### src/rtl/ir_frame_receiver.sv
// RZ IR frame receiver: start, 7 data bits LSB-first, odd parity, stop.
// A pulse (rx high) anywhere in a bit window decodes as 0; delivery uses a level-valid/ack handshake.
module ir_frame_receiver #(
  parameter int BIT_CLKS = 16
) (
  input  logic       clk,
  input  logic       rst,
  input  logic       rx_pulse,
  input  logic       rx_ack,
  output logic [6:0] data_out,
  output logic       data_valid,
  output logic       parity_err,
  output logic       frame_err,
  output logic       overrun,
  output logic       busy
);
  localparam int CW = $clog2(BIT_CLKS);

  typedef enum logic {IDLE, RECV} state_t;

  state_t        state;
  logic          rx_m, rx_s, rx_s_d;
  logic [CW-1:0] clk_cnt;
  logic [3:0]    bit_idx;
  logic          seen;
  logic [7:0]    shreg;
  logic          win_end, bit_val, done, ack;

  assign win_end = (state == RECV) && (clk_cnt == CW'(BIT_CLKS - 1));
  assign bit_val = ~(seen | rx_s);
  assign done    = win_end && (bit_idx == 4'd9);
  assign ack     = rx_ack && data_valid;

  always_ff @(posedge clk or posedge rst) begin
    if (rst) begin
      rx_m   <= 1'b0;
      rx_s   <= 1'b0;
      rx_s_d <= 1'b0;
    end else begin
      rx_m   <= rx_pulse;
      rx_s   <= rx_m;
      rx_s_d <= rx_s;
    end
  end

  always_ff @(posedge clk or posedge rst) begin
    if (rst) begin
      state      <= IDLE;
      clk_cnt    <= '0;
      bit_idx    <= '0;
      seen       <= 1'b0;
      shreg      <= '0;
      busy       <= 1'b0;
      data_out   <= '0;
      data_valid <= 1'b0;
      parity_err <= 1'b0;
      frame_err  <= 1'b0;
      overrun    <= 1'b0;
    end else begin
      case (state)
        IDLE: begin
          // Edge-triggered start so a line stuck high cannot retrigger.
          if (rx_s && !rx_s_d) begin
            state   <= RECV;
            clk_cnt <= '0;
            bit_idx <= '0;
            seen    <= 1'b1;
            busy    <= 1'b1;
          end
        end
        RECV: begin
          if (win_end) begin
            seen    <= 1'b0;
            clk_cnt <= '0;
            bit_idx <= bit_idx + 4'd1;
            // Data then parity shift in from the top; after 8 windows shreg = {parity, data}.
            if (bit_idx >= 4'd1 && bit_idx <= 4'd8)
              shreg <= {bit_val, shreg[7:1]};
            if (done) begin
              state   <= IDLE;
              busy    <= 1'b0;
              bit_idx <= '0;
            end
          end else begin
            seen    <= seen | rx_s;
            clk_cnt <= clk_cnt + 1'b1;
          end
        end
        default: state <= IDLE;
      endcase

      if (done) begin
        data_out   <= shreg[6:0];
        parity_err <= ~(^shreg);
        frame_err  <= ~bit_val;
        data_valid <= 1'b1;
        if (ack)
          overrun <= 1'b0;
        else if (data_valid)
          overrun <= 1'b1;
      end else if (ack) begin
        data_valid <= 1'b0;
        overrun    <= 1'b0;
      end
    end
  end
endmodule

### config.mk
export PLATFORM = sky130hd
export DESIGN_NAME = ir_frame_receiver
export DESIGN_NICKNAME = d
export VERILOG_FILES = /design/src/rtl/ir_frame_receiver.sv
export SDC_FILE = /design/constraint.sdc
export NUM_CORES = 1
export LEC_CHECK = 0
export CORE_MARGIN = 2
export CORE_UTILIZATION = 49
export DETAILED_ROUTE_END_ITERATION = 8
export PLACE_DENSITY = 0.83
export SYNTH_ARGS = -nofsm -noshare
export SYNTH_HDL_FRONTEND = slang
export SYNTH_SLANG_ARGS = --single-unit
export TNS_END_PERCENT = 20
### constraint.sdc
create_clock -name clk -period 1.6 [get_ports clk]
set_input_delay 0.32 -clock clk [delete_from_list [all_inputs] [get_ports clk]]
set_output_delay 0.32 -clock clk [all_outputs]
set_load 0.05 [all_outputs]
-- Yosys cells after proc, flatten, opt, wreduce, memory -nomap -nowiden
Index checks and enable logic that the tools add are counted.
- bits in registers: 33
- latch bits: 0
- bits in writable memories: 0
- memory bits (read-only): 0
- input port bits: 4
- output and inout bits: 12
- logic and storage cells: 61
- memories: 0
- $add $sub $neg: 2
- multiply operators: 0
- div/mod/pow operators: 0
- $lt $le $gt $ge: 2
- equal/unequal tests: 5
- shift operators: 0
- muxes and demuxes: 21
- bitwise logic cells: 4
- reductions and logical operators: 13
- operators with widths (cell ; count):
    4-bit 2-to-1 mux ; 4
    4-bit case mux with 2 select lines ; 2
    1-bit 2-to-1 mux ; 12
    4-bit by 1-bit adder with 4-bit output, second input constant ; 2
    4-bit == test, second input constant ; 2
    8-bit parity ; 1
    1-bit case mux with 2 select lines ; 3
    3-bit AND reduction ; 2
    1-bit logical AND ; 5
    4-bit by 1-bit >= comparator with 1-bit output, second input constant ; 1
    4-bit less-or-equal comparator, second input constant ; 1
    2-bit by 1-bit != test with 1-bit output, second input constant ; 2
    2-bit AND reduction ; 2
    2-bit nonzero test ; 2
    1-bit inverter ; 3
    2-bit != test, second input constant ; 1
    1-bit logical NOT ; 1
    1-bit bitwise OR ; 1

-- Longest topological paths before layout
- word-level depth: 6
- depth in mapped cells: 7
- depth with buffers taken out: 6

-- Least setup slack after synthesis
OpenSTA, ideal clock, no wires.
- kind: flip-flop to flip-flop
- from: reg bit_idx[0]
- to: reg shreg[0]
- library setup time: 0.125 ns
- arrival: 1.528 ns
- data required time: 1.475 ns
- setup slack: -0.053 ns
- stages on the path, launching flop included: 6
- buffers on the path: 0
- period minus slack after synthesis: 1.653 ns
- cells stage by stage: dfrtp_1 -> inv_1 -> ha_1 -> nor4b_2 -> a211oi_4 -> mux2_2
- cells in the longest elaborated chain, start to end: 3
- elaborated cells on any way between the ends: 4
- those cells by class: 2 x order compare; 2 x reduce/logical
- RTL lines (item ; RTL line ; RTL):
    from (decl) ; 24 ; logic [3:0] bit_idx;
    from (signal assigned) ; 75 ; bit_idx <= bit_idx + 4'd1;
    4-bit by 1-bit >= comparator with 1-bit output / 4-bit less-or-equal comparator (equally long branches) ; 77 ; if (bit_idx >= 4'd1 && bit_idx <= 4'd8)
    1-bit logical AND (*) ; 77 ;
    3-bit AND reduction (no line) (*) ; n/a ;
    to (signal assigned) ; 78 ; shreg <= {bit_val, shreg[7:1]};
    to (decl) ; 26 ; logic [7:0] shreg;
Mark *: on every way between the ends. The rest lies on a longest branch, timed or not.
A chain may end at the register's enable or synchronous reset.

-- Worst setup path in the final report
- from: reg bit_idx[1]
- to: reg shreg[6]
The elaborated chain is that of the path after synthesis.

==> run metrics <==
All-Layer GR Usage=between 10% and 20%; initial core utilization=a little over half; antenna cell count=0; remaining antenna violation count after routing=0; Syn. warnings=0; sinks on the clock net=33; Worst VDD drop=roughly 0.95 mV; max incr delay on CP=about 0.42 ns; status=finished with violations; maximum buffer depth of the clock tree=2; FFs w/ async S/R, synth=100.0%; actual transition at the worst max-transition pin=roughly 0.4 ns; number of I/O pins=16; number of global-route vias before repair=between 1,000 and 1,500; Critical R2R Capture=shreg[6]; average cell area after synthesis=12.26 sq um; Required @ worst endpoint=around 1.8 ns; number of flops mapped to enable cells by yosys=0; final clock skew=between 0.01 and 0.015 ns; DRC violations left=0; Final period util=103.6%; sequential cell area fraction in the yosys report=between 50% and 60%; Wirelength per Cell=around 15 um; critical path, cell by cell=inv_2, ha_4, nand2b_4, a211oi_4, buf_6, mux2_2; pre-CTS setup slack=-0.1776 ns; fraction of layout instances using a drive strength above 1=about two fifths; flop-to-flop setup slack=-0.06 ns; wire length of the first global-routing pass=about 5000 um; clock slew at reported path FFs=around 0.1 ns; die area=between 3000 and 4000 sq um; #FFs+latches synth=33; highest clock frequency the design can meet=0.6034 GHz; fin cells=roughly 190; total gr overflow=0; clock insertion delay at the later pin of the skew report=0.34 ns; normalized max-slew margin=73.67%; total vias in the final route=roughly 1,000; critical path start-end classification=reg2reg; die boundary width=approximately 60 um; total power consumption of the routed design=around 2.4 mW; core box area=~2800 sq um; htree depth=2; register cell area after layout=a little over 800 sq um; TritonCTS clock tree=built; post-synthesis cell type count=29; power density cells=approximately 1300 nW/um^2; Reg2Reg Launch Point=bit_idx[1]; number of placed cells counting well taps=around 180; fill cell instance count of the final layout=just under 200; multi-input combinational cell area=about 660 sq um; leakage power of the design=approximately 0.93 nW; dominant register cell in the synthesized netlist=sky130_fd_sc_hd__dfrtp_1; # rows=19; CTS root buffer=sky130_fd_sc_hd__clkbuf_4; vias per cell=between 5 and 6; MaxCap Viol Count=0; shortest clock period the worst path allows after layout=about 1.7 ns; Post-Synthesis Cell Area=1471 sq um; final RePlAce weighted congestion=between 0.8 and 0.9; antenna violations before repair=0; Final Hold Vio Count=0; maximum fanout encountered on the critical timing path=6; final setup violation count=12; path category of the worst min-delay check=in2async; final HPWL from detailed placement=approximately 1900 um; unrepaired setup endpoints after global routing=true; largest net degree at the start of global routing=34; Critical Path End Type=register; cell area after placement=between 1500 and 2000 sq um; R2R cell count=6; die outline height=58.80 um; final worst-path setup slack=-0.05720 ns; post-route standard cell area excluding fillers=just under 2000 sq um; Cells after Synth=120; length of the first detailed-routing pass in iterations=4; worst hold-check slack=0.3598 ns; Net count, final=about 170; PortBufs=15; number of nets in the synthesized netlist=~130; DRT iter0 DRCs=9; Area growth, synth to finish=31.46%; Max Slew Vio Count=0; CTS buffer count=5; Setup crit start kind=register; cell with the largest stage delay on the worst path=sky130_fd_sc_hd__dfrtp_1; critical path startpoint=bit_idx[1]; CP arrival=1.88 ns; routed wire length=~3000 um; violated checks=setup timing
Yosys cell counts, drive strengths merged, types with 2 or more instances:
master | instances | area (sq um)
a21oi | 7 | 35.03
o21ai | 11 | 55.05
nand2 | 6 | 22.52
dfrtp | 33 | 825.8
nor2 | 6 | 22.52
mux2 | 15 | 168.9
a21o | 2 | 15.01
nand4 | 2 | 27.53
nand3 | 3 | 15.01
buf | 2 | 15.01
inv | 8 | 30.03
xnor2 | 6 | 52.55
ha | 5 | 62.56
worst max path at each step:
stage	endpoint	slack, ns	depth (start not counted)
after global routing	shreg[6]	-0.09	6
after CTS	data_out[3]	-0.007	6
after detailed placement	shreg[1]	-0.18	5
after floorplan	shreg[0]	-0.002	5
final	shreg[6]	-0.06	6
after global placement	shreg[3]	-0.09	5
registers in the layout, summed over array words and instances, names as in the netlist:
name and flops:
shreg 8, data_out 7, bit_idx 4, clk_cnt 4, busy 1, data_valid 1, frame_err 1, overrun 1
parity_err 1, rx_m 1, rx_s 1, rx_s_d 1, seen 1, state 1
critical path: cells and delay by family, from the launching register on:
| family | cells | cell delay [ns] |
|---|---|---|
| buffers and inverters | 2 | 0.29 |
| DFF | 1 | 0.42 |
| adders and majority gates | 1 | 0.15 |
| and+or+nand+nor | 1 | 0.06 |
| AOI/OAI and AO/OA | 1 | 0.28 |
| muxes | 1 | 0.34 |
what timing repair did:
item / CTS / global route
hold buffers: 0 / 0
pin swaps: 2 / 3
setup endpoints to repair: 12 / 15
buffers inserted: 3 / 3
resized for setup: 5 / 8
per-layer routing:
metal / vias up / GRT usage [%] / wire [um]
met4: 0 / 7.468 / 90
met5: - / 0 / 0
met1: 508 / 23.36 / 1220
met2: 28 / 31.59 / 1499
li1: 495 / - / -
met3: 12 / 5.714 / 129
cell type report:
class,instances,share of cell area (%)
clock buffers,7,2.846
flip-flops and latches,33,42.69
well taps,31,2.005
inverters,8,1.552
clock inverters,1,1.552
multi-input cells,76,34.35
repair buffers,35,15.01
power by group:
group,switching [mW],internal [mW]
sequential,0.0924,0.929
clock,0.274,0.373
combinational,0.366,0.407
total,0.732,1.71
stage by stage:
stage | util [%] | TNS, ns
2_1_floorplan | - | -0.009261
3_3_place_gp | 62.18 | -0.6767
3_5_place_dp | 62.18 | -1.309
4_1_cts | 66.55 | -0.007492
5_1_grt | 68.96 | -1.020
6_report | 68.96 | -0.4212
cell families after synthesis:
family / count (synthesis) / synth area share (%)
AND/OR/NAND/NOR: 25 / 10.46
XOR/XNOR: 7 / 4.167
adder cells (fa/ha/maj): 5 / 4.252
multiplexers: 15 / 11.48
buffers and inverters: 11 / 3.316
AO/OA/AOI/OAI: 24 / 10.20
flip-flops: 33 / 56.12
placed cells by master, fill, tap and decap left out, types with 2 or more instances in the layout:
cell type | netlist | routed
sky130_fd_sc_hd__ha_1 | 5 | 2
sky130_fd_sc_hd__inv_2 | 0 | 2
sky130_fd_sc_hd__buf_4 | 2 | 29
sky130_fd_sc_hd__dfrtp_1 | 33 | 33
sky130_fd_sc_hd__clkdlybuf4s50_1 | 0 | 3
sky130_fd_sc_hd__ha_4 | 0 | 3
sky130_fd_sc_hd__xnor2_1 | 6 | 6
sky130_fd_sc_hd__clkbuf_4 | 0 | 5
sky130_fd_sc_hd__mux2_2 | 13 | 10
sky130_fd_sc_hd__buf_6 | 0 | 2
sky130_fd_sc_hd__nor2_1 | 6 | 5
sky130_fd_sc_hd__nand3_1 | 3 | 3
sky130_fd_sc_hd__mux2_1 | 2 | 2
sky130_fd_sc_hd__nand2_1 | 6 | 6
sky130_fd_sc_hd__o21ai_0 | 11 | 11
sky130_fd_sc_hd__inv_1 | 8 | 6
sky130_fd_sc_hd__a21o_1 | 2 | 2
sky130_fd_sc_hd__mux2_4 | 0 | 3
sky130_fd_sc_hd__a21oi_1 | 7 | 7
Power figures use the tool's default switching activity.
